### src/rtl/mux_rr_arbiter.sv
// Round-robin arbiter sharing one 4:1 mux between requesters u,v,w,x (0..3).
// Drives the mux select pair {s1,s0} and a one-hot grant. A grant ends on a
// release, on the owner dropping its request, or when the hold limit expires.
// Every grant is followed by at least one idle cycle (grant=0000) so two owners
// never see back-to-back grants.
//
// Request/release handshake: a requester holds req[i] high for as long as it
// wants the mux. It owns the mux while grant[i] is high. It gives the mux up by
// pulsing rel (sampled only while busy) or by dropping req[i]. Changes on other
// req bits during a grant are only looked at once the arbiter is idle again.
// All outputs are registered. dbg_* expose the FSM state, priority pointer and
// hold counter for checkers.
module mux_rr_arbiter #(
    parameter int HOLD_W   = 4,
    parameter int MAX_HOLD = 8
) (
    input  logic              clock,
    input  logic              resetn,
    input  logic [3:0]        req,
    input  logic              rel,
    output logic [3:0]        grant,
    output logic              s0,
    output logic              s1,
    output logic              busy,
    output logic              timeout,
    output logic              dbg_state,
    output logic [1:0]        dbg_ptr,
    output logic [HOLD_W-1:0] dbg_cnt
);

    typedef enum logic {
        IDLE  = 1'b0,
        GRANT = 1'b1
    } state_t;

    // A limit of zero means a grant is never ended by the hold counter.
    localparam bit                HOLD_LIMITED = (MAX_HOLD != 0);
    localparam logic [HOLD_W-1:0] CNT_LAST     = HOLD_LIMITED ? HOLD_W'(MAX_HOLD - 1) : '0;
    localparam logic [HOLD_W-1:0] CNT_MAX      = '1;

    state_t            state;
    logic [1:0]        owner;
    logic [1:0]        ptr;
    logic [HOLD_W-1:0] cnt;

    logic              pick_valid;
    logic [1:0]        pick_idx;
    logic [1:0]        cand;

    logic              end_rel;
    logic              end_drop;
    logic              end_hold;
    logic              end_any;
    logic              end_by_hold_only;

    // Round-robin pick: scan ptr, ptr+1, ptr+2, ptr+3; scanning the offsets in
    // reverse lets the lowest offset with a request win.
    always_comb begin
        pick_valid = 1'b0;
        pick_idx   = ptr;
        cand       = ptr;
        for (int i = 3; i >= 0; i--) begin
            cand = ptr + 2'(i);
            if (req[cand]) begin
                pick_valid = 1'b1;
                pick_idx   = cand;
            end
        end
    end

    // Grant termination causes, in priority order rel > drop > hold limit.
    // The timeout pulse is reported only when the hold limit is the sole cause.
    always_comb begin
        end_rel          = rel;
        end_drop         = ~req[owner];
        end_hold         = HOLD_LIMITED && (cnt == CNT_LAST);
        end_any          = end_rel | end_drop | end_hold;
        end_by_hold_only = end_hold & ~end_rel & ~end_drop;
    end

    // Arbiter FSM with all outputs registered alongside the state.
    always_ff @(posedge clock) begin
        if (!resetn) begin
            state   <= IDLE;
            owner   <= 2'd0;
            ptr     <= 2'd0;
            cnt     <= '0;
            grant   <= 4'b0000;
            busy    <= 1'b0;
            timeout <= 1'b0;
        end else begin
            timeout <= 1'b0;
            case (state)
                IDLE: begin
                    grant <= 4'b0000;
                    if (pick_valid) begin
                        owner <= pick_idx;
                        grant <= 4'b0001 << pick_idx;
                        busy  <= 1'b1;
                        cnt   <= '0;
                        state <= GRANT;
                    end
                end
                GRANT: begin
                    if (end_any) begin
                        // owner is kept so {s1,s0} still points at the old owner
                        state   <= IDLE;
                        grant   <= 4'b0000;
                        busy    <= 1'b0;
                        ptr     <= owner + 2'd1;
                        cnt     <= '0;
                        timeout <= end_by_hold_only;
                    end else if (cnt != CNT_MAX) begin
                        cnt <= cnt + 1'b1;
                    end
                end
                default: begin
                    state <= IDLE;
                    grant <= 4'b0000;
                    busy  <= 1'b0;
                end
            endcase
        end
    end

    // The mux select follows the registered owner index.
    always_comb begin
        s0        = owner[0];
        s1        = owner[1];
        dbg_state = (state == GRANT);
        dbg_ptr   = ptr;
        dbg_cnt   = cnt;
    end

endmodule
### config.mk
export PLATFORM = sky130hd
export DESIGN_NAME = mux_rr_arbiter
export DESIGN_NICKNAME = d
export VERILOG_FILES = /design/src/rtl/mux_rr_arbiter.sv
export SDC_FILE = /design/constraint.sdc
export NUM_CORES = 1
export LEC_CHECK = 0
export CELL_PAD_IN_SITES_DETAIL_PLACEMENT = 0
export CELL_PAD_IN_SITES_GLOBAL_PLACEMENT = 1
export CORE_ASPECT_RATIO = 1.5
export CORE_MARGIN = 8
export CORE_UTILIZATION = 35
export CTS_BUF_LIST = sky130_fd_sc_hd__clkbuf_16
export DETAILED_ROUTE_END_ITERATION = 10
export GPL_TIMING_DRIVEN = 0
export PLACE_DENSITY_LB_ADDON = 0.1
export SYNTH_ARGS = -nofsm -noshare
export SYNTH_HDL_FRONTEND = slang
export SYNTH_SLANG_ARGS = --single-unit
### constraint.sdc
create_clock -name clock -period 2.76 [get_ports clock]
set_clock_uncertainty 0.2 [all_clocks]
set_input_delay 0.414 -clock clock [delete_from_list [all_inputs] [get_ports clock]]
set_output_delay 0.414 -clock clock [all_outputs]
set_load 0.01 [all_outputs]
* Word level (Yosys, flattened, before mapping)
Index checks and enable logic that the tools add are counted.
W data, S select, Z words.
** Storage, ports and cells
- Register bits :: 15
- Input port bits :: 7
- Output and inout bits :: 15
- Word-level logic and storage cells :: 66
** Operators by class
- Add/subtract/negate cells :: 5
- Magnitude comparators :: 5
- Equality and inequality tests :: 5
- Shift operators :: 1
- Mux-type cells :: 31
- Bitwise gates (word level) :: 7
- Reduce and logical (&&, ||, !) cells :: 5
** Operator list (number)
- $mux W4 :: 5
- $pmux W4 S2 :: 2
- $lt A2 B3 Y1 const B :: 5
- $mux W1 :: 13
- $bmux W1 S2 :: 5
- $mux W2 :: 4
- $reduce_and A2 Y1 :: 4
- $add A2 B1 Y2 const B :: 2
- $add A2 B2 Y2 const B :: 2
- $add A4 B1 Y4 const B :: 1
- $eq A4 B3 Y1 const B :: 1
- $ne A4 B4 Y1 const B :: 1
- $pmux W1 S2 :: 2
- $shl A1 B2 Y4 const A :: 1
- $ne A3 B1 Y1 const B :: 1
- $not A1 Y1 :: 3
- $reduce_and A3 Y1 :: 1
- $and A1 B1 Y1 :: 2
- $ne A2 B1 Y1 const B :: 1
- $ne A2 B2 Y1 const B :: 1
- $or A1 B1 Y1 :: 2

* Longest topological paths before layout
- Depth in word-level cells :: 10
- Mapped depth :: 6
- Gate-level depth less buffers :: 6

* Worst setup path before layout
OpenSTA, ideal clock, no wires.
- Path kind :: register to register
- Start :: register owner[0]
- End :: register cnt[3] (netlist: dbg_cnt[3])
- Setup time :: 125 ps
- Arrival :: 1489 ps
- Required time :: 2435 ps
- Setup slack :: 946 ps
- Stages on the path, launching flop included :: 6
- Path buffers :: 0
- Period minus slack after synthesis :: 1814 ps
- Cell sequence :: dfxtp_1 > mux4_2 > and3b_1 > a21o_1 > a21oi_1 > nor2_1
** On the way
- Longest elaborated chain between the ends :: 7
- Elaborated cells between the ends (all ways) :: 9
- Classes of those cells :: eq/ne: 1; mux: 4; bitwise: 3; reduce/logical: 1
** Ends and longest elaborated chain
- start, declared :: line 42 : logic [1:0] owner;
- start signal, assigned :: line 97 : owner <= pick_idx;
- $bmux W1 S2 * :: line 75 : end_drop = ~req[owner];
- $mux W1 (implied by the code) * :: line 75
- $not A1 Y1 * :: line 75
- $or A1 B1 Y1 * (2 in a row) :: line 77 : end_any = end_rel | end_drop | end_hold;
- $mux W4 / $ne A3 B1 Y1 (equally long branches)
- $pmux W4 S2 / $reduce_and A2 Y1 (equally long branches)
- end signal, assigned :: line 114 : cnt <= cnt + 1'b1;
- end, declared :: line 44 : logic [HOLD_W-1:0] cnt;
Mark *: on every way between the ends. The rest lies on a longest branch, timed or not. The select of a mux whose other input is x is not followed.
A chain may end at the register's enable or synchronous reset.

* Final worst setup path
- Start :: input port req[3]
- End :: register grant[3]
** On the way
- Longest elaborated chain between the ends :: 9
- Elaborated cells between the ends (all ways) :: 25
- Classes of those cells :: eq/ne: 1; shift: 1; mux: 20; bitwise: 3
** Ends and longest elaborated chain
- start, declared :: line 19 : input logic [3:0] req,
- $bmux W1 S2 :: line 64 : if (req[cand]) begin
- $mux W1 (implied by the code) :: line 64
- $mux W2 (4 in a row) :: line 64
- $shl A1 B2 Y4 :: line 98 : grant <= 4'b0001 << pick_idx;
- $mux W4 :: line 96 : if (pick_valid) begin
- $pmux W4 S2 :: line 93 : case (state)
- end signal, assigned :: line 98
- end, declared :: line 21 : output logic [3:0] grant,
Several ways; a longest one is shown, not always the timed one. The select of a mux whose other input is x is not followed.

==> flow_metrics.tcl <==
set metrics [dict create \
    status "finished clean" \
    critPathLaunch "req[3]" \
    antenna_cells 0 \
    cts_tree "yes" \
    p_per_area_mw_per_mm2 598.6 \
    crit_top_cell "nor2_1" \
    drc 0 \
    fin_crit_sh 0.7632 \
    netlist_instances 84 \
    syn-num-nets 92 \
    synth_ff_type "dfxtp_1" \
    die_h_um 72.44 \
    critPathCaptureType "flip-flop" \
    crit_type "input pin to flip-flop" \
    p_leak_nw 0.4143 \
    grt_usage 0.1050 \
    wirelength_um 1798 \
    drv_slew 0 \
    yosysMostFrequentCell "dfxtp_1" \
    ios 22 \
    hp-class "flip-flop to flip-flop" \
    drv_cap 0 \
    worstReg2RegStart "owner[0]" \
    fin_setup_tns_ps 0 \
    report.final.setup_viol 0 \
    drive_gt1_frac 0.08257 \
    grt_pass1_wl_um 3146 \
    rows 20 \
    die_x_um 53.63 \
    rrSetupSlack_ps 860 \
    drt_iter0_drc 15 \
    fmax_mhz 474.7 \
    cp.required_ps 2680 \
    cts_hold_buf 0 \
    post_cts_buffers 0 \
    worst_slack_ps 653.5 \
    clkTransAtPathRegs_ps 40 \
    fp.dieArea_mm2 0.003885 \
    cts_sinks 15 \
    first_global_vias 717 \
    fillerInstances 199 \
    ant_nets 0 \
    hold_violations 0 \
    worstPathMaxFanout 7 \
    h-tree-depth 1 \
    dp_hpwl_um 1453 \
    syn_avg_cell_area_um2 8.848 \
    grt_max_degree 11 \
    worstMarginPinSlew_ps 544.7 \
    endpoint "grant[3]" \
    slew_headroom 0.6335 \
    yosys_warnings 0 \
    nNetsFinal 118 \
    synthArstFlopShare 0 \
    synth_edf_count 0 \
    slowest_delay_ps 560 \
    root_buffer "clkbuf_16" \
    ys_types 34 \
    yosysSeqAreaShare 0.4040 \
    rsz0062_at_grt "no" \
    synth_top_area_frac 0.4040 \
    synthTopCellsByArea "dfxtp_1, nor2_1, a21oi_1, mux4_2, nand3b_1" \
    clock_latency_ps 240 \
    place.gp.congestion 0.7107 \
    firstDrtPassIters 4 \
    coreArea_mm2 0.002027 \
    io_buffers 21 \
    multi_input_area_um2 426.7 \
    arrival_ps 2020 \
    drt-vias-per-instance 5.397 \
    finalCriticalPeriod_ps 2106 \
    antenna_found_initial 0 \
    netlist_area_um2 743.2 \
    reg2reg_depth 5 \
    start_util 0.3667 \
    dr_total_vias 707 \
    netlist_top_cells_count "dfxtp_1, nor2_1, a21oi_1" \
    crit_chain "clkdlybuf4s50_1 > nor4_1 > nor2_1 > a32oi_1 > nor2_1" \
    synth-seq-cells 15 \
    cp_slowest_cell "nor4_1" \
    yosysTopAreaCell "dfxtp_1" \
    cts_buffers 3 \
    reg2reg_to "dbg_cnt[1]" \
    regArea_um2 300.3 \
    area_delta_synth_final_pct 42.59 \
    wire_per_inst_um 13.73 \
    dp_slack_ps 387.3 \
    cts_resized 0 \
    cts_buffer_depth 2 \
    startpoint_type "input pin" \
    overflow 0 \
    ir_worst_vdd_mv 0.2915 \
]
area by class of cell:
cell class                      count  share of cell area
Buffer                              1            0.008264
Clock buffer                        3             0.07084
Clock inverter                      1            0.003542
Inverter                            2            0.007084
Multi-Input combinational cell     66              0.4026
Sequential cell                    15              0.2834
Tap cell                           22             0.02597
Timing Repair Buffer               21              0.1983
metrics by stage:
| step | hold WS, ps | utilization | area [um^2] | total power, mW | instances |
|---|---|---|---|---|---|
| 2_1_floorplan | 280.5 | - | 743.2 | 0.3111 | 84 |
| 3_3_place_gp | 243.3 | 0.4840 | 980.9 | 0.3642 | 127 |
| 3_5_place_dp | 248.7 | 0.4840 | 980.9 | 0.3660 | 127 |
| 4_1_cts | 255.0 | 0.5228 | 1060 | 0.6432 | 131 |
| 5_1_grt | 287.3 | 0.5228 | 1060 | 0.6651 | 131 |
| 6_report | 256.3 | 0.5228 | 1060 | 0.6344 | 131 |
worst min-delay path by stage:
stage / from / slack [ps] / cells past startpoint / to
global placement: grant[1] / 240 / 2 / grant[1]
global route: grant[2] / 290 / 2 / grant[2]
CTS: grant[1] / 260 / 2 / grant[1]
detailed placement: grant[1] / 250 / 2 / grant[1]
finish: grant[1] / 260 / 2 / grant[1]
floorplan: grant[0] / 280 / 2 / grant[0]
kinds of logic after synthesis:
| kind of cell | share of synthesized area |
|---|---|
| AND/OR/NAND/NOR | 0.2963 |
| AO/OA/AOI/OAI | 0.1919 |
| flip-flops | 0.4040 |
| buffers and inverters | 0.02189 |
| multiplexers | 0.05724 |
| XOR/XNOR | 0.01179 |
| adder cells (fa/ha/maj) | 0.01683 |
placed cells by master, fill, tap and decap left out, drive strengths merged, types with 2 or more instances in the layout:
| cell type | n |
|---|---|
| nand3b | 3 |
| nand2 | 5 |
| dfxtp | 15 |
| clkbuf | 3 |
| nor3 | 3 |
| nor2b | 2 |
| and2b | 2 |
| a21oi | 8 |
| a211oi | 2 |
| inv | 3 |
| clkdlybuf4s50 | 21 |
| and3b | 2 |
| o21ai | 4 |
| mux2i | 2 |
| nand2b | 2 |
| nor2 | 15 |
power breakdown:
part | leakage [nW] | switching [mW] | total, mW | internal [mW]
logic | 0.249 | 0.0510 | 0.113 | 0.0619
clock network | 0.0423 | 0.0830 | 0.274 | 0.191
registers | 0.123 | 0.0156 | 0.247 | 0.231
total | 0.414 | 0.150 | 0.634 | 0.485
worst max-delay path: cells and delay by family:
kind / cells / cell delay, ps
AOI/OAI and AO/OA: 1 / 260
buffers and inverters: 1 / 500
and+or+nand+nor: 3 / 850
metal layers:
metal  global-route usage  vias to the layer above  wire [um]
li1                     -                      353          -
met2               0.1702                       28        909
met5                    0                        -          0
met4              0.07324                        0         47
met1               0.1101                      320        711
met3              0.03067                        6        130
sequential cells by signal, indices dropped and copies added, names as in the netlist:
name / count
dbg_ptr: 2
grant: 4
owner: 2
busy: 1
dbg_cnt: 4
timeout: 1
dbg_state: 1
(Power assumes the default switching activity.)
==> RTL change 1 (same settings) <==
Put a register stage on the output `dbg_cnt`. The value now appears one clock later. The other outputs are not delayed to match.
--- a/src/rtl/mux_rr_arbiter.sv
+++ b/src/rtl/mux_rr_arbiter.sv
@@ -37,6 +37,8 @@
     localparam bit                HOLD_LIMITED = (MAX_HOLD != 0);
     localparam logic [HOLD_W-1:0] CNT_LAST     = HOLD_LIMITED ? HOLD_W'(MAX_HOLD - 1) : '0;
     localparam logic [HOLD_W-1:0] CNT_MAX      = '1;
+
+    logic [HOLD_W-1:0] dbg_cnt_d;
 
     state_t            state;
     logic [1:0]        owner;
@@ -129,7 +131,11 @@
         s1        = owner[1];
         dbg_state = (state == GRANT);
         dbg_ptr   = ptr;
-        dbg_cnt   = cnt;
+        dbg_cnt_d = cnt;
+    end
+
+    always_ff @(posedge clock) begin
+        dbg_cnt <= dbg_cnt_d;
     end
 
 endmodule
Check against the original RTL: not equivalent (a bounded check fails within 4 cycles, from zero or initial values and one cycle with resetn low).
==> RTL change 1 against the unedited design <==
Worst setup slack got worse by 0.086 ns. Via count increased by 1.7%. Sequential power increased by 24%. Power increased by 12%. Wire length increased by 5.6%. Sequential cell count increased by 4. Critical path depth increased by 1. Non-clock buffer count decreased by 1. Final area increased by 7.2%. First-iteration DRC count decreased by 13%. Cell count increased by 2.3%. Area after synthesis increased by 10%. Critical path type unchanged. Critical endpoint is now cnt[1]. Largest cell class unchanged.
==> RTL change 1: results (changes against the unedited design) <==
{| class="wikitable"
! Metric !! Value
|-
| Non-filler cells in the finished layout || 134 (was 131)
|-
| Post-synth top cells || 19 x sky130_fd_sc_hd__dfxtp_1, 11 x sky130_fd_sc_hd__nor2_1, 6 x sky130_fd_sc_hd__a21oi_1, 6 x sky130_fd_sc_hd__nand2_1, 5 x sky130_fd_sc_hd__o21ai_0 (was 15 x sky130_fd_sc_hd__dfxtp_1, 14 x sky130_fd_sc_hd__nor2_1, 8 x sky130_fd_sc_hd__a21oi_1)
|-
| Outcome || complete, no violations (unchanged)
|-
| Start point of the critical path || req[3] (unchanged)
|-
| Setup slack, reg-to-reg || 0.81 ns (was 0.86 ns)
|-
| Maximum cell stage delay along the critical path || 0.52 ns (was 0.56 ns)
|-
| Initial antenna violation count || 0 (unchanged)
|-
| Met1 track demand over resource in global routing || 9.056% (was 11.01%)
|-
| Static Leak || 0.4236 nW (was 0.4143 nW)
|-
| Synthesized netlist net count || 94 (was 92)
|-
| Sum of net half-perimeters after detailed placement || 1497 um (was 1453 um)
|-
| Global-route wire length before repair || 3318 um (was 3146 um)
|-
| Post-detailed-placement cell area || 1057 sq um (was 980.9 sq um)
|-
| Worst R2R End || cnt[1] (was dbg_cnt[1])
|-
| Sequential element share of the synthesized area || 46.48% (was 40.40%)
|-
| Met2 track utilization from global routing || 18.50% (was 17.02%)
|-
| Overall routing resource usage || 9.780% (was 10.50%)
|-
| Peak supply drop || 0.3558 mV (was 0.2915 mV)
|-
| Layout cells sized above 1 || 9.009% (was 8.257%)
|-
| P_sw || 163.0 uW (was 149.6 uW)
|-
| Total met3 wirelength after detailed routing || 107 um (was 130 um)
|-
| Routed length on met1 || 747 um (was 711 um)
|-
| Worst path slowest cell || sky130_fd_sc_hd__clkdlybuf4s50_1 (was sky130_fd_sc_hd__nor4_1)
|-
| Iteration-0 DRC count of the detailed router || 13 (was 15)
|-
| Post-synthesis average cell area || 9.515 sq um (was 8.848 sq um)
|-
| Met3 usage || 3.541% (was 3.067%)
|-
| Cell family with most CP delay || buffers and inverters (was simple AND/OR/NAND/NOR gates)
|-
| Vias per Instance || 5.366 (was 5.397)
|-
| Dominant cells by area after synthesis || sky130_fd_sc_hd__dfxtp_1 46%, sky130_fd_sc_hd__nor2_1 5.0%, sky130_fd_sc_hd__a21oi_1 3.7% (was sky130_fd_sc_hd__dfxtp_1 40%, sky130_fd_sc_hd__nor2_1 7.1%, sky130_fd_sc_hd__a21oi_1 5.4%)
|-
| Fillers || 221 (was 199)
|-
| Slew headroom || 57.81% (was 63.35%)
|-
| Arrival time reported for the critical path endpoint || 2.12 ns (was 2.02 ns)
|-
| Routed length on met2 || 1016 um (was 909 um)
|}
==> RTL change 1: power by group through the flow <==
stage	registers [mW]	logic, mW	clock network, mW
finish	0.306	0.116	0.286
global route	0.309	0.128	0.308
CTS	0.307	0.118	0.293
detailed placement	0.312	0.118	0
global placement	0.312	0.116	0
floorplan	0.316	0.0567	0
==> RTL change 1: how the worst min path moves through the flow <==
stage | from | end | slack, ns | depth (start not counted)
4_1_cts | cnt[3] | dbg_cnt[3] | 0.19 | 0
5_1_grt | cnt[3] | dbg_cnt[3] | 0.20 | 0
6_report | cnt[3] | dbg_cnt[3] | 0.19 | 0
2_1_floorplan | cnt[1] | dbg_cnt[1] | 0.17 | 0
3_3_place_gp | cnt[3] | dbg_cnt[3] | 0.18 | 0
3_5_place_dp | cnt[3] | dbg_cnt[3] | 0.19 | 0
==> RTL change 1: cell type report <==
type	instances	area (sq um)	share of cell area (%)
Sequential cell	19	380.4	33.48
Tap cell	23	28.78	2.533
Inverter	4	15.01	1.322
Multi-Input combinational cell	63	422.9	37.22
Clock inverter	1	3.754	0.3304
Clock buffer	3	75.07	6.608
Timing Repair Buffer	21	210.2	18.50
==> RTL change 1: cells by family after synthesis <==
group	after synthesis	synth area share, %
buffers and inverters	4	1.834
XOR/XNOR	2	2.141
adder cells (fa/ha/maj)	1	1.529
multiplexers	2	3.975
flip-flops	19	46.48
AO/OA/AOI/OAI	21	17.12
AND/OR/NAND/NOR	37	26.91
==> RTL change 1: through the flow <==
step	setup slack, ns	hold WS [ns]
floorplan	0.8780	0.1666
global placement	0.3255	0.1838
detailed placement	0.3252	0.1870
CTS	0.5795	0.1933
global route	0.4606	0.1999
finish	0.5677	0.1940
==> RTL change 2 (same flow settings) <==
Made on the original files. Change the parameter `HOLD_W` from 4 to 5.
--- a/src/rtl/mux_rr_arbiter.sv
+++ b/src/rtl/mux_rr_arbiter.sv
@@ -11,7 +11,7 @@
 // All outputs are registered. dbg_* expose the FSM state, priority pointer and
 // hold counter for checkers.
 module mux_rr_arbiter #(
-    parameter int HOLD_W   = 4,
+    parameter int HOLD_W   = 5,
     parameter int MAX_HOLD = 8
 ) (
     input  logic              clock,
Interface: changed (resized dbg_cnt); port bits go from 22 to 23. The function was not compared with the original's and may differ.
==> RTL change 2 against the unedited design <==
Power rose by 5.0%. Largest power group unchanged. Synthesized cell count rose by 21%. Via count rose by 20%. Worst setup slack got worse by 0.40 ns. Area after synthesis rose by 19%. Wire length rose by 31%. Core utilization fell by 2.5 points. Fmax fell by 16%. Final area rose by 14%. Sequential cell count rose by 1. Sequential share of layout area fell by 1.8 points.
==> RTL change 2: results (changes against the unedited design) <==
{| class="wikitable"
! Metric !! Value
|-
| Layout cells sized above 1 || 7.874% (was 8.257%)
|-
| Global-route wire length before repair || 3981 um (was 3146 um)
|-
| Outcome || complete, no violations (unchanged)
|-
| Tightest Hold Check Type || flop to flop (unchanged)
|-
| Length of the first detailed-routing pass in iterations || 4 (unchanged)
|-
| Antenna fix cells || 0 (unchanged)
|-
| Synthesized netlist net count || 111 (was 92)
|-
| Post-synth top cells || 16 x sky130_fd_sc_hd__dfxtp_1, 11 x sky130_fd_sc_hd__nand2_1, 7 x sky130_fd_sc_hd__nor2_1, 7 x sky130_fd_sc_hd__o21ai_0, 6 x sky130_fd_sc_hd__nor2b_1 (was 15 x sky130_fd_sc_hd__dfxtp_1, 14 x sky130_fd_sc_hd__nor2_1, 8 x sky130_fd_sc_hd__a21oi_1)
|-
| Fillers || 256 (was 199)
|-
| Cell family with most CP delay || simple AND/OR/NAND/NOR gates (unchanged)
|-
| Overall routing resource usage || 10.77% (was 10.50%)
|-
| Post-synthesis average cell area || 8.685 sq um (was 8.848 sq um)
|-
| CTS Buffer Depth || 2 (unchanged)
|-
| Final setup violation count || 0 (unchanged)
|-
| Maximum cell stage delay along the critical path || 0.81 ns (was 0.56 ns)
|-
| Via total after detailed routing || 847 (was 707)
|-
| Final wirelength || 2364 um (was 1798 um)
|-
| Slew headroom || 39.46% (was 63.35%)
|-
| Dominant cells by area after synthesis || sky130_fd_sc_hd__dfxtp_1 36%, sky130_fd_sc_hd__nand2_1 4.7%, sky130_fd_sc_hd__nor2b_1 4.2% (was sky130_fd_sc_hd__dfxtp_1 40%, sky130_fd_sc_hd__nor2_1 7.1%, sky130_fd_sc_hd__a21oi_1 5.4%)
|-
| Setup fix buffers added after clock tree synthesis || 0 (unchanged)
|-
| Peak supply drop || 0.3834 mV (was 0.2915 mV)
|-
| Sequential element share of the synthesized area || 36.16% (was 40.40%)
|-
| Static Leak || 0.4642 nW (was 0.4143 nW)
|-
| Yosys warning total || 0 (unchanged)
|-
| Post-synth ARST share || 0% (unchanged)
|-
| Routability congestion estimate from global placement || 0.8004 (was 0.7107)
|-
| Number of nets in the layout || 137 (was 118)
|-
| Post-Place Cells || 147 (was 127)
|-
| Number of global-route vias before repair || 876 (was 717)
|-
| Crit path max fanout || 8 (was 7)
|-
| Pin count of the biggest net entering global routing || 11 (unchanged)
|-
| CTS root buf || sky130_fd_sc_hd__clkbuf_16 (unchanged)
|-
| Largest register FFs || 5
|-
| Distinct cell type count of the synthesized netlist || 37 (was 34)
|-
| Post-cts sizing count || 0 (unchanged)
|-
| Sum of net half-perimeters after detailed placement || 1852 um (was 1453 um)
|-
| Avg WL per Cell || 15.66 um (was 13.73 um)
|-
| Iteration-0 DRC count of the detailed router || 2 (was 15)
|}
[RTL change 2: power by group]
part | switching (mW) | total (mW) | leakage [nW] | internal, mW
Sequential | 0.0145 | 0.260 | 0.131 | 0.245
Combinational | 0.0618 | 0.122 | 0.295 | 0.0605
Clock | 0.0922 | 0.284 | 0.0385 | 0.192
[RTL change 2: through the flow]
step                      instance area (sq um)  setup WS (ns)  utilization, %  power (mW)
final                                      1205         0.2499           49.74      0.6663
after global routing                       1205         0.1155           49.74      0.6940
after CTS                                  1205         0.2839           49.74      0.6731
after detailed placement                   1126        0.03816           46.49      0.3883
after global placement                     1126        0.02415           46.49      0.3860
after floorplan                           885.9         0.7593               -      0.3313
[RTL change 2: worst paths after layout]
check	from	slack, ns	end	cells after the start
max	req[1]	0.25	grant[3]	5
min	busy	0.27	busy	2
max reg2reg	dbg_cnt[0]	0.56	dbg_cnt[3]	7
min reg2reg	busy	0.27	busy	2
[RTL change 2: kinds of logic after synthesis]
logic type / after synthesis / synth area share (%)
adder cells (fa/ha/maj): 2 / 2.824
AO/OA/AOI/OAI: 26 / 23.31
multiplexers: 4 / 5.225
XOR/XNOR: 2 / 1.978
flip-flops: 16 / 36.16
AND/OR/NAND/NOR: 48 / 28.82
buffers and inverters: 4 / 1.694
[RTL change 2: layout make-up]
cell class | instances | share of cell area (%)
Buffer | 3 | 0.9346
Clock buffer | 3 | 6.231
Clock inverter | 1 | 0.3115
Inverter | 1 | 0.3115
Multi-Input combinational cell | 82 | 45.69
Sequential cell | 16 | 26.58
Tap cell | 24 | 2.492
Timing Repair Buffer | 21 | 17.45
[RTL change 2: layer usage]
layer	wire length (um)	up-vias	track usage [%]
met4	74	0	5.425
met1	960	394	11.12
li1	-	424	-
met3	85	8	2.280
met2	1243	21	19.50
met5	0	-	0
